--- src/rtl/twos_to_signmag.sv ---
// rtl/twos_to_signmag.sv - bit-serial two's-complement to sign/magnitude converter
// Resolves one magnitude bit per clock LSB first, behind a valid/ready handshake.
module twos_to_signmag #(
    parameter int N = 8
) (
    input  logic         clk,
    input  logic         rst,
    input  logic         in_valid,
    output logic         in_ready,
    input  logic [N-1:0] din,
    output logic         out_valid,
    input  logic         out_ready,
    output logic         sign,
    output logic [N-1:0] mag,
    output logic         zero,
    output logic         min_neg
);

    localparam int CW = $clog2(N);
    localparam logic [CW-1:0] LAST = CW'(N - 1);
    localparam logic [N-1:0] MOST_NEG = {1'b1, {(N-1){1'b0}}};

    typedef enum logic [1:0] {IDLE, BUSY, DONE} state_t;

    state_t        state;
    state_t        state_nxt;
    logic [N-1:0]  d;
    logic [CW-1:0] cnt;
    logic          carry;

    always_ff @(posedge clk or posedge rst) begin
        if (rst) begin
            state <= IDLE;
        end else begin
            state <= state_nxt;
        end
    end

    always_comb begin
        state_nxt = state;
        case (state)
            IDLE:    if (in_valid) state_nxt = BUSY;
            BUSY:    if (cnt == LAST) state_nxt = DONE;
            DONE:    if (out_ready) state_nxt = IDLE;
            default: state_nxt = IDLE;
        endcase
    end

    assign in_ready  = (state == IDLE);
    assign out_valid = (state == DONE);

    // Negative operands are negated as ~d + 1, rippling the +1 through carry one bit per clock.
    always_ff @(posedge clk or posedge rst) begin
        if (rst) begin
            d       <= '0;
            cnt     <= '0;
            carry   <= 1'b1;
            sign    <= 1'b0;
            mag     <= '0;
            zero    <= 1'b0;
            min_neg <= 1'b0;
        end else begin
            case (state)
                IDLE: begin
                    if (in_valid) begin
                        d     <= din;
                        sign  <= din[N-1];
                        mag   <= '0;
                        cnt   <= '0;
                        carry <= 1'b1;
                    end
                end
                BUSY: begin
                    if (sign) begin
                        mag[cnt] <= ~d[cnt] ^ carry;
                        carry    <= ~d[cnt] & carry;
                    end else begin
                        mag[cnt] <= d[cnt];
                    end
                    if (cnt == LAST) begin
                        cnt     <= '0;
                        zero    <= (d == '0);
                        min_neg <= (d == MOST_NEG);
                    end else begin
                        cnt <= cnt + 1'b1;
                    end
                end
                default: ;
            endcase
        end
    end

endmodule

--- config.mk ---
export PLATFORM = sky130hd
export DESIGN_NAME = twos_to_signmag
export DESIGN_NICKNAME = d
export VERILOG_FILES = /design/src/rtl/twos_to_signmag.sv
export SDC_FILE = /design/constraint.sdc
export NUM_CORES = 1
export LEC_CHECK = 0
export CORE_MARGIN = 2
export CORE_UTILIZATION = 35
export DETAILED_ROUTE_END_ITERATION = 12
export PLACE_DENSITY_LB_ADDON = 0.1
export SYNTH_ARGS = -nofsm -noshare
export SYNTH_HDL_FRONTEND = slang
export SYNTH_SLANG_ARGS = --single-unit
--- constraint.sdc ---
create_clock -name clk -period 2 [get_ports clk]
set_input_delay 0.4 -clock clk [delete_from_list [all_inputs] [get_ports clk]]
set_output_delay 0.4 -clock clk [all_outputs]
set_load 0.1 [all_outputs]
== Word level (Yosys, flattened, before mapping) ==
Index checks and enable logic that the tools add are counted.
Word-level totals
  bits in registers: 25
  input port bits: 12
  output and inout port bits: 13
  word-level logic and storage cells: 50
Cells by class
  $add $sub $neg: 1
  $lt $le $gt $ge: 2
  equality and inequality tests: 8
  mux-type cells: 19
  bitwise operators: 3
  reduce and logical (&&, ||, !) cells: 9
Operators with widths (count)
  $bwmux W8: 2
  $mux W8: 2
  $pmux W8 S2: 1
  $eq A8 B8 Y1 const B: 1
  $logic_not A8 Y1: 1
  $mux W2: 3
  $mux W3: 2
  $ne A2 B2 Y1 const B: 3
  $pmux W2 S3: 1
  $pmux W3 S2: 1
  $reduce_and A2 Y1: 3
  $reduce_and A3 Y1: 2
  $lt A3 B4 Y1 const B: 1
  $mux W1: 4
  $add A3 B1 Y3 const B: 1
  $bmux W1 S3: 1
  $demux W1 S3: 1
  $eq A3 B3 Y1 const B: 1
  $ge A3 B1 Y1 const B: 1
  $eq A2 B1 Y1 const B: 1
  $eq A2 B2 Y1 const B: 1
  $logic_not A2 Y1: 1
  $ne A2 B1 Y1 const B: 1
  $pmux W1 S2: 1
  other kinds (5): 5

== Depth between registers and ports, before layout ==
Gate-level depths: netlist (run 1).
  word-level depth: 7
  gate-level depth with buffers: 8
  gate-level depth less buffers: 7

== Worst setup path after synthesis (run 1) ==
Ideal clock, no wire load.
  path type: register to register
  start: register state[1]
  end: register d[0]
  library setup time: 0.128 ns
  arrival: 2.466 ns
  data required time: 1.872 ns
  slack: -0.593 ns
  stages on the path, launching flop included: 5
  buffers on the path: 1
  clock period less this slack: 2.593 ns
  cells stage by stage: dfrtp_1 nor2_1 nand2_1 buf_2 mux2_1
Between the ends
  cells in the longest elaborated chain, start to end: 2
RTL lines
  start: declaration: line 25  | state_t state;
  start signal: assignment: line 35  | state <= state_nxt;
  $logic_not A2 Y1
  via in_ready: line 9  | output logic in_ready,
  $reduce_and A2 Y1 (no source line)
  end signal: assignment: line 66  | d <= din;
  end: declaration: line 27  | logic [N-1:0] d;
The timed path passes the listed nets, and every way through them passes these cells.
A chain may end at the register's enable or synchronous reset.

== Final worst setup path (run 1) ==
  start: register cnt[0]
  end: register mag[5]
Between the ends
  cells in the longest elaborated chain, start to end: 7
  elaborated cells between the ends (all ways): 13
  classes of those cells: order compare (2); mux (8); bitwise (2); reduce/logical (1)
RTL lines
  start: declaration: line 28  | logic [CW-1:0] cnt;
  start signal: assignment: line 85  | cnt <= cnt + 1'b1;
  $lt A3 B4 Y1 (not written as such) (tied with other cells): line 75, 78
  $logic_and A1 B1 Y1 (not written as such) / $mux W1 (equally long branches): line 75, 78
  $mux W1 (not written as such) / $not A1 Y1 (equally long branches): line 75, 78
  $demux W1 S3 / $xor A1 B1 Y1 (equally long branches): line 75, 78
  $bwmux W8, on equally long branches: line 78, 75
  $mux W8 (*): line 74  | if (sign) begin
  $pmux W8 S2 (*): line 63  | case (state)
  end signal: indexed assignment: line 75  | mag[cnt] <= ~d[cnt] ^ carry;
  end signal: indexed assignment: line 78  | mag[cnt] <= d[cnt];
  end: declaration: line 14  | output logic [N-1:0] mag,
Mark *: on every way between the ends. The rest lies on a longest branch, timed or not. The select of a mux whose other input is x is not followed.

==> flow_summary.yaml, run 1 <==
synth:
  synth_compound_area_share_pct: 16.9
  ys_seq_area_share_pct: 49.6
  synth-simple-area-share_pct: 15.2
  netlist.area_leader.share_pct: 47.5
  synth_top_family_by_area: "compound AO/OA/AOI/OAI gates"
  yosys.cell_count.top_type: "dfrtp_1"
  syn_inst: 109
  syn_avg_cell_area_um2: 11.1
  synth_area_um2: 1210
  synthMuxAreaShare_pct: 10.5
  yosysWarnings: 0
  synth-xor-area-share_pct: 0
  postSynth.asyncResetShare_pct: 100
  yosysTopAreaCell: "dfrtp_1"
  synth.distinct_cells: 31
  synthAdderAreaFrac_pct: 3.10
  synth_seq_cells: 24
  ys.flop_type: "dfrtp_1"
  ys_top_cells_by_count: "dfrtp_1, nand2_1, mux2_1"
  synthesis.nets: 124
  netlist_top_cells_area: "dfrtp_1, mux2_1, o31ai_1"
  synth_edf_count: 0
critical_path:
  cp_data_arrival_time_ps: 2030
  worst-setup-path-type: "reg2reg"
  crit_fanout: 6
  r2r_slack_ps: 170
  worstReg2RegEnd: "mag[5]"
  critPathLaunch: "cnt[0]"
  crit_end: "mag[5]"
  worstSetupEndpointType: "flip-flop"
  worstPathRequired_ps: 2200
  r2r_start: "cnt[0]"
  start_kind: "flip-flop"
  r2r_cells: 7
timing:
  finClkSkew_ps: 4.84
  period_needed_ps: 1830
  post-route-period-util_pct: 91.4
  rsz0062_at_grt: "no"
  tns_ps: 0
  max_slew.worst_pin.slew_ps: 374
  finalMaxSlewViolations: 0
  slew_headroom_pct: 74.7
  max_freq_mhz: 547
  hold_viol: 0
  setup_viol: 0
global_route:
  grt_max_degree: 25
  grtUsageTotal_pct: 13.4
  antenna_found_initial: 0
  grt-ovfl-total: 0
  grt_pass1_wl_um: 4240
  grt_pass1_vias: 888
route:
  postRouteAntennaNets: 0
  viasPerCell: 5.03
  drtPass1Iterations: 4
  drc: 0
  via_count: 916
  drt-initial-drc-count: 15
  wl_per_cell_um: 13.1
  wirelength_um: 2390
floorplan:
  start_util_pct: 36.3
  rows: 21
  die_h_um: 62.9
  dieArea_um2: 3950
  io_pins: 25
  fp.coreArea_um2: 3340
  die_x_um: 62.9
finish:
  drive_gt1_share_pct: 27.9
  nets: 152
  diodes: 0
  area_delta_synth_final_pct: 33.1
min_path:
  hp-class: "in2async"
run:
  max-cap-violations: 0
clocking:
  cts_hold_buffers: 0
  clk_pin_slew_ps: 130
  h-tree-depth: 1
  cts_tree: "done"
  cts_num_sinks: 24
  max-clock-path-buffers: 2
  root_buffer: "clkbuf_4"
  clock_latency_ps: 310
  numCtsBuffers: 3
place:
  dpl.hpwl_um: 1750
  io_buffers: 24
  gp_congestion: 0.797
outcome:
  status: "finished clean"
-- critical path, cell delays in order, from the launching register on --
cell and delay (ps):
dfrtp_2 470, mux2_4 310, a22oi_2 180, o211a_1 170, ha_1 240, nand2b_4 170, nand2_1 100, o31ai_1 70
-- through the flow --
stage	setup WS (ps)	hold WS (ps)	instance area [µm²]	utilization (%)	std cells
detailed placement	15.7	504	1520	45.6	176
CTS	57.6	409	1580	47.2	180
global route	15.7	437	1610	48.4	182
finish	171	412	1610	48.4	182
global placement	52.6	497	1520	45.6	176
floorplan	148	414	1220	-	109
-- what timing repair did --
action,4_1_cts,5_1_grt
resized for setup,1,5
setup endpoints to repair,2,7
setup buffers,0,2
pin swaps,0,0
-- how the worst min path moves through the flow --
stage | start | end | slack (ps) | depth (start not counted)
after CTS | rst | min_neg | 410 | 3
after global placement | min_neg | min_neg | 500 | 1
final | rst | min_neg | 410 | 3
after detailed placement | zero | zero | 500 | 1
after floorplan | rst | cnt[0] | 410 | 1
after global routing | rst | min_neg | 440 | 3
-- area by class of cell --
class,instances,area (µm²)
Inverter,3,11.3
Clock buffer,3,22.5
Multi-Input combinational cell,75,579
Timing Repair Buffer,30,308
Tap cell,46,57.6
Sequential cell,24,606
Fill cell,335,1720
Clock inverter,1,30.0
-- cell families (layout without fill, tap and decap cells) --
kind of cell / after synthesis / after routing
AO/OA/AOI/OAI: 26 / 26
adder cells (fa/ha/maj): 3 / 3
buffers and inverters: 10 / 37
flip-flops: 24 / 24
multiplexers: 11 / 11
AND/OR/NAND/NOR: 35 / 35
-- per-layer routing --
layer | GRT usage [%] | up-vias | wire, µm
met1 | 18.4 | 445 | 1170
met4 | 5.83 | 0 | 19
met3 | 1.62 | 2 | 74
li1 | - | 453 | -
met2 | 21.4 | 16 | 1120
met5 | 0 | - | 0
-- flip-flops by register name (all words and copies together), names as in the netlist --
name,count
sign,1
min_neg,1
state,2
cnt,3
mag,8
carry,1
zero,1
d,7
-- layout by cell type (no fill, tap or decap), types with 4 or more instances in the layout --
cell / instances
o31ai_1: 7
dfrtp_1: 20
buf_12: 4
nand2b_1: 4
buf_4: 14
mux2_1: 10
nand3_1: 5
clkdlybuf4s50_1: 11
nand2_1: 13
o211ai_1: 6
Power of run 1 is left out: the tool's default activity adds up to more than one toggle a clock period on the data nets, which glitch-free logic cannot reach.
==> run 2: changes to the inputs <==
--- a/config.mk
+++ b/config.mk
@@ -8,6 +8,7 @@
 export CORE_MARGIN = 2
 export CORE_UTILIZATION = 35
 export DETAILED_ROUTE_END_ITERATION = 12
+export DONT_BUFFER_PORTS = 1
 export PLACE_DENSITY_LB_ADDON = 0.1
 export SYNTH_ARGS = -nofsm -noshare
 export SYNTH_HDL_FRONTEND = slang
==> run 2 against run 1 <==
  * Cell count decreased by 6.6%
  * Register-to-register slack got worse by 40 ps
  * Global-route usage decreased by 0.26 points
  * Via count decreased by 3.6%
  * Fmax decreased by 2.1%
  * Core utilization decreased by 6.0 points
  * Die area unchanged
  * First-iteration DRC count increased by 130%
  * Hold slack got worse by 400 ps
  * Setup slack got worse by 40 ps
  * Wire length increased by 2.2%
  * Critical endpoint unchanged
==> flow_summary.yaml, run 2 (synthesis results as in run 1) <==
floorplan:
  dieArea_um2: 3950
  io_pins: 25
  fp.coreArea_um2: 3340
  die_h_um: 62.9
  rows: 21
  die_x_um: 62.9
  start_util_pct: 36.3
global_route:
  antenna_found_initial: 0
  grt-ovfl-total: 0
  grtUsageTotal_pct: 13.2
  grt_pass1_wl_um: 4210
  grt_max_degree: 25
  grt_pass1_vias: 946
finish:
  post-route-cell-area_um2: 1410
  reg_top3: "mag: 8 flops, d: 7 flops, cnt: 3 flops"
  area_delta_synth_final_pct: 16.6
  final_common_cell: "dfrtp_1"
  final-seq-area_um2: 604
  drive_gt1_share_pct: 29.0
  mostFrequentLayoutCells: "dfrtp_1, buf_4, nand2_1"
  multi_input_area_um2: 579
  largest_reg_flops: 8
  largest-register: "mag"
  num-fill-cells: 347
  diodes: 0
  nets: 140
clocking:
  cts_hold_buffers: 0
  clk_pin_slew_ps: 130
  max-clock-path-buffers: 2
  numCtsBuffers: 3
  cts_tree: "done"
  clock_latency_ps: 310
  h-tree-depth: 1
  root_buffer: "clkbuf_4"
  cts_num_sinks: 24
min_path:
  hp-class: "in2async"
route:
  drt-initial-drc-count: 34
  postRouteAntennaNets: 0
  via_count: 883
  drtPass1Iterations: 4
  drc: 0
  viasPerCell: 5.19
  wirelength_um: 2440
  wl_per_cell_um: 14.3
timing:
  hold_viol: 0
  post-route-period-util_pct: 93.4
  finalMaxSlewViolations: 0
  period_needed_ps: 1870
  holdWs_ps: 9.90
  tns_ps: 0
  slew_headroom_pct: 73.5
  rsz0062_at_grt: "no"
  max_freq_mhz: 535
  worst_slack_ps: 132
  max_slew.worst_pin.slew_ps: 393
  setup_viol: 0
  finClkSkew_ps: 13.2
critical_path:
  r2r_cells: 7
  crit_fanout: 7
  cp_data_arrival_time_ps: 2050
  worst-setup-path-type: "reg2reg"
  worstSetupEndpointType: "flip-flop"
  worstPathRequired_ps: 2190
  start_kind: "flip-flop"
place:
  gp_congestion: 0.792
  placed_cell_area_um2: 1370
  dp_slack_ps: 45.2
  dpl.hpwl_um: 1840
  io_buffers: 0
outcome:
  status: "finished clean"
run:
  max-cap-violations: 0
==> run 2: changes by cell type in the layout (fill, tap and decap cells not counted), sizes merged <==
cell           previous run  this run
bufinv                    1         0
clkbuf                    3         4
clkdlybuf4s50            11         0
dlymetal6s2s              1         0
==> run 2: cell type report <==
| cell class | instances | area share, % |
|---|---|---|
| multi-input combinational | 75 | 41.0 |
| inverter | 3 | 0.796 |
| timing repair buffer | 18 | 9.56 |
| tap | 46 | 4.07 |
| clock buffer | 4 | 1.86 |
| sequential | 24 | 42.7 |
==> run 2: final timing paths <==
kind / slack (ps) / endpoint / from
min reg2reg: 520 / carry / carry
max in group asynchronous: 1690 / carry / rst
min: 10 / zero / rst
max reg2reg: 130 / mag[5] / cnt[0]
min in group clk: 160 / state[1] / out_ready
max: 130 / mag[5] / cnt[0]
==> run 2: critical path, cell delays in order (launching register included) <==
cell	delay, ps
dfrtp_2	480
mux2_4	320
a22oi_2	190
o211a_1	180
ha_1	230
nand2b_4	160
nand2_1	110
o31ai_1	70
==> run 2: layer usage <==
| layer | track usage (%) | up-vias | part of all wire, % |
|---|---|---|---|
| met1 | 15.3 | 429 | 45 |
| met4 | 6.11 | 0 | 0.90 |
| met2 | 23.4 | 19 | 50 |
| li1 | - | 433 | - |
| met5 | 0 | - | 0 |
| met3 | 2.34 | 2 | 4.3 |
==> run 2: through the flow <==
stage	instances	utilization, %
floorplan	109	-
global placement	166	41.0
detailed placement	166	41.0
CTS	170	41.8
global route	170	42.4
finish	170	42.4
==> run 2: timing repair <==
item                       CTS  global route
setup buffers                0             0
setup endpoints to repair    0             7
gates resized for setup      0             6
Power of run 2 is left out for the same reason.
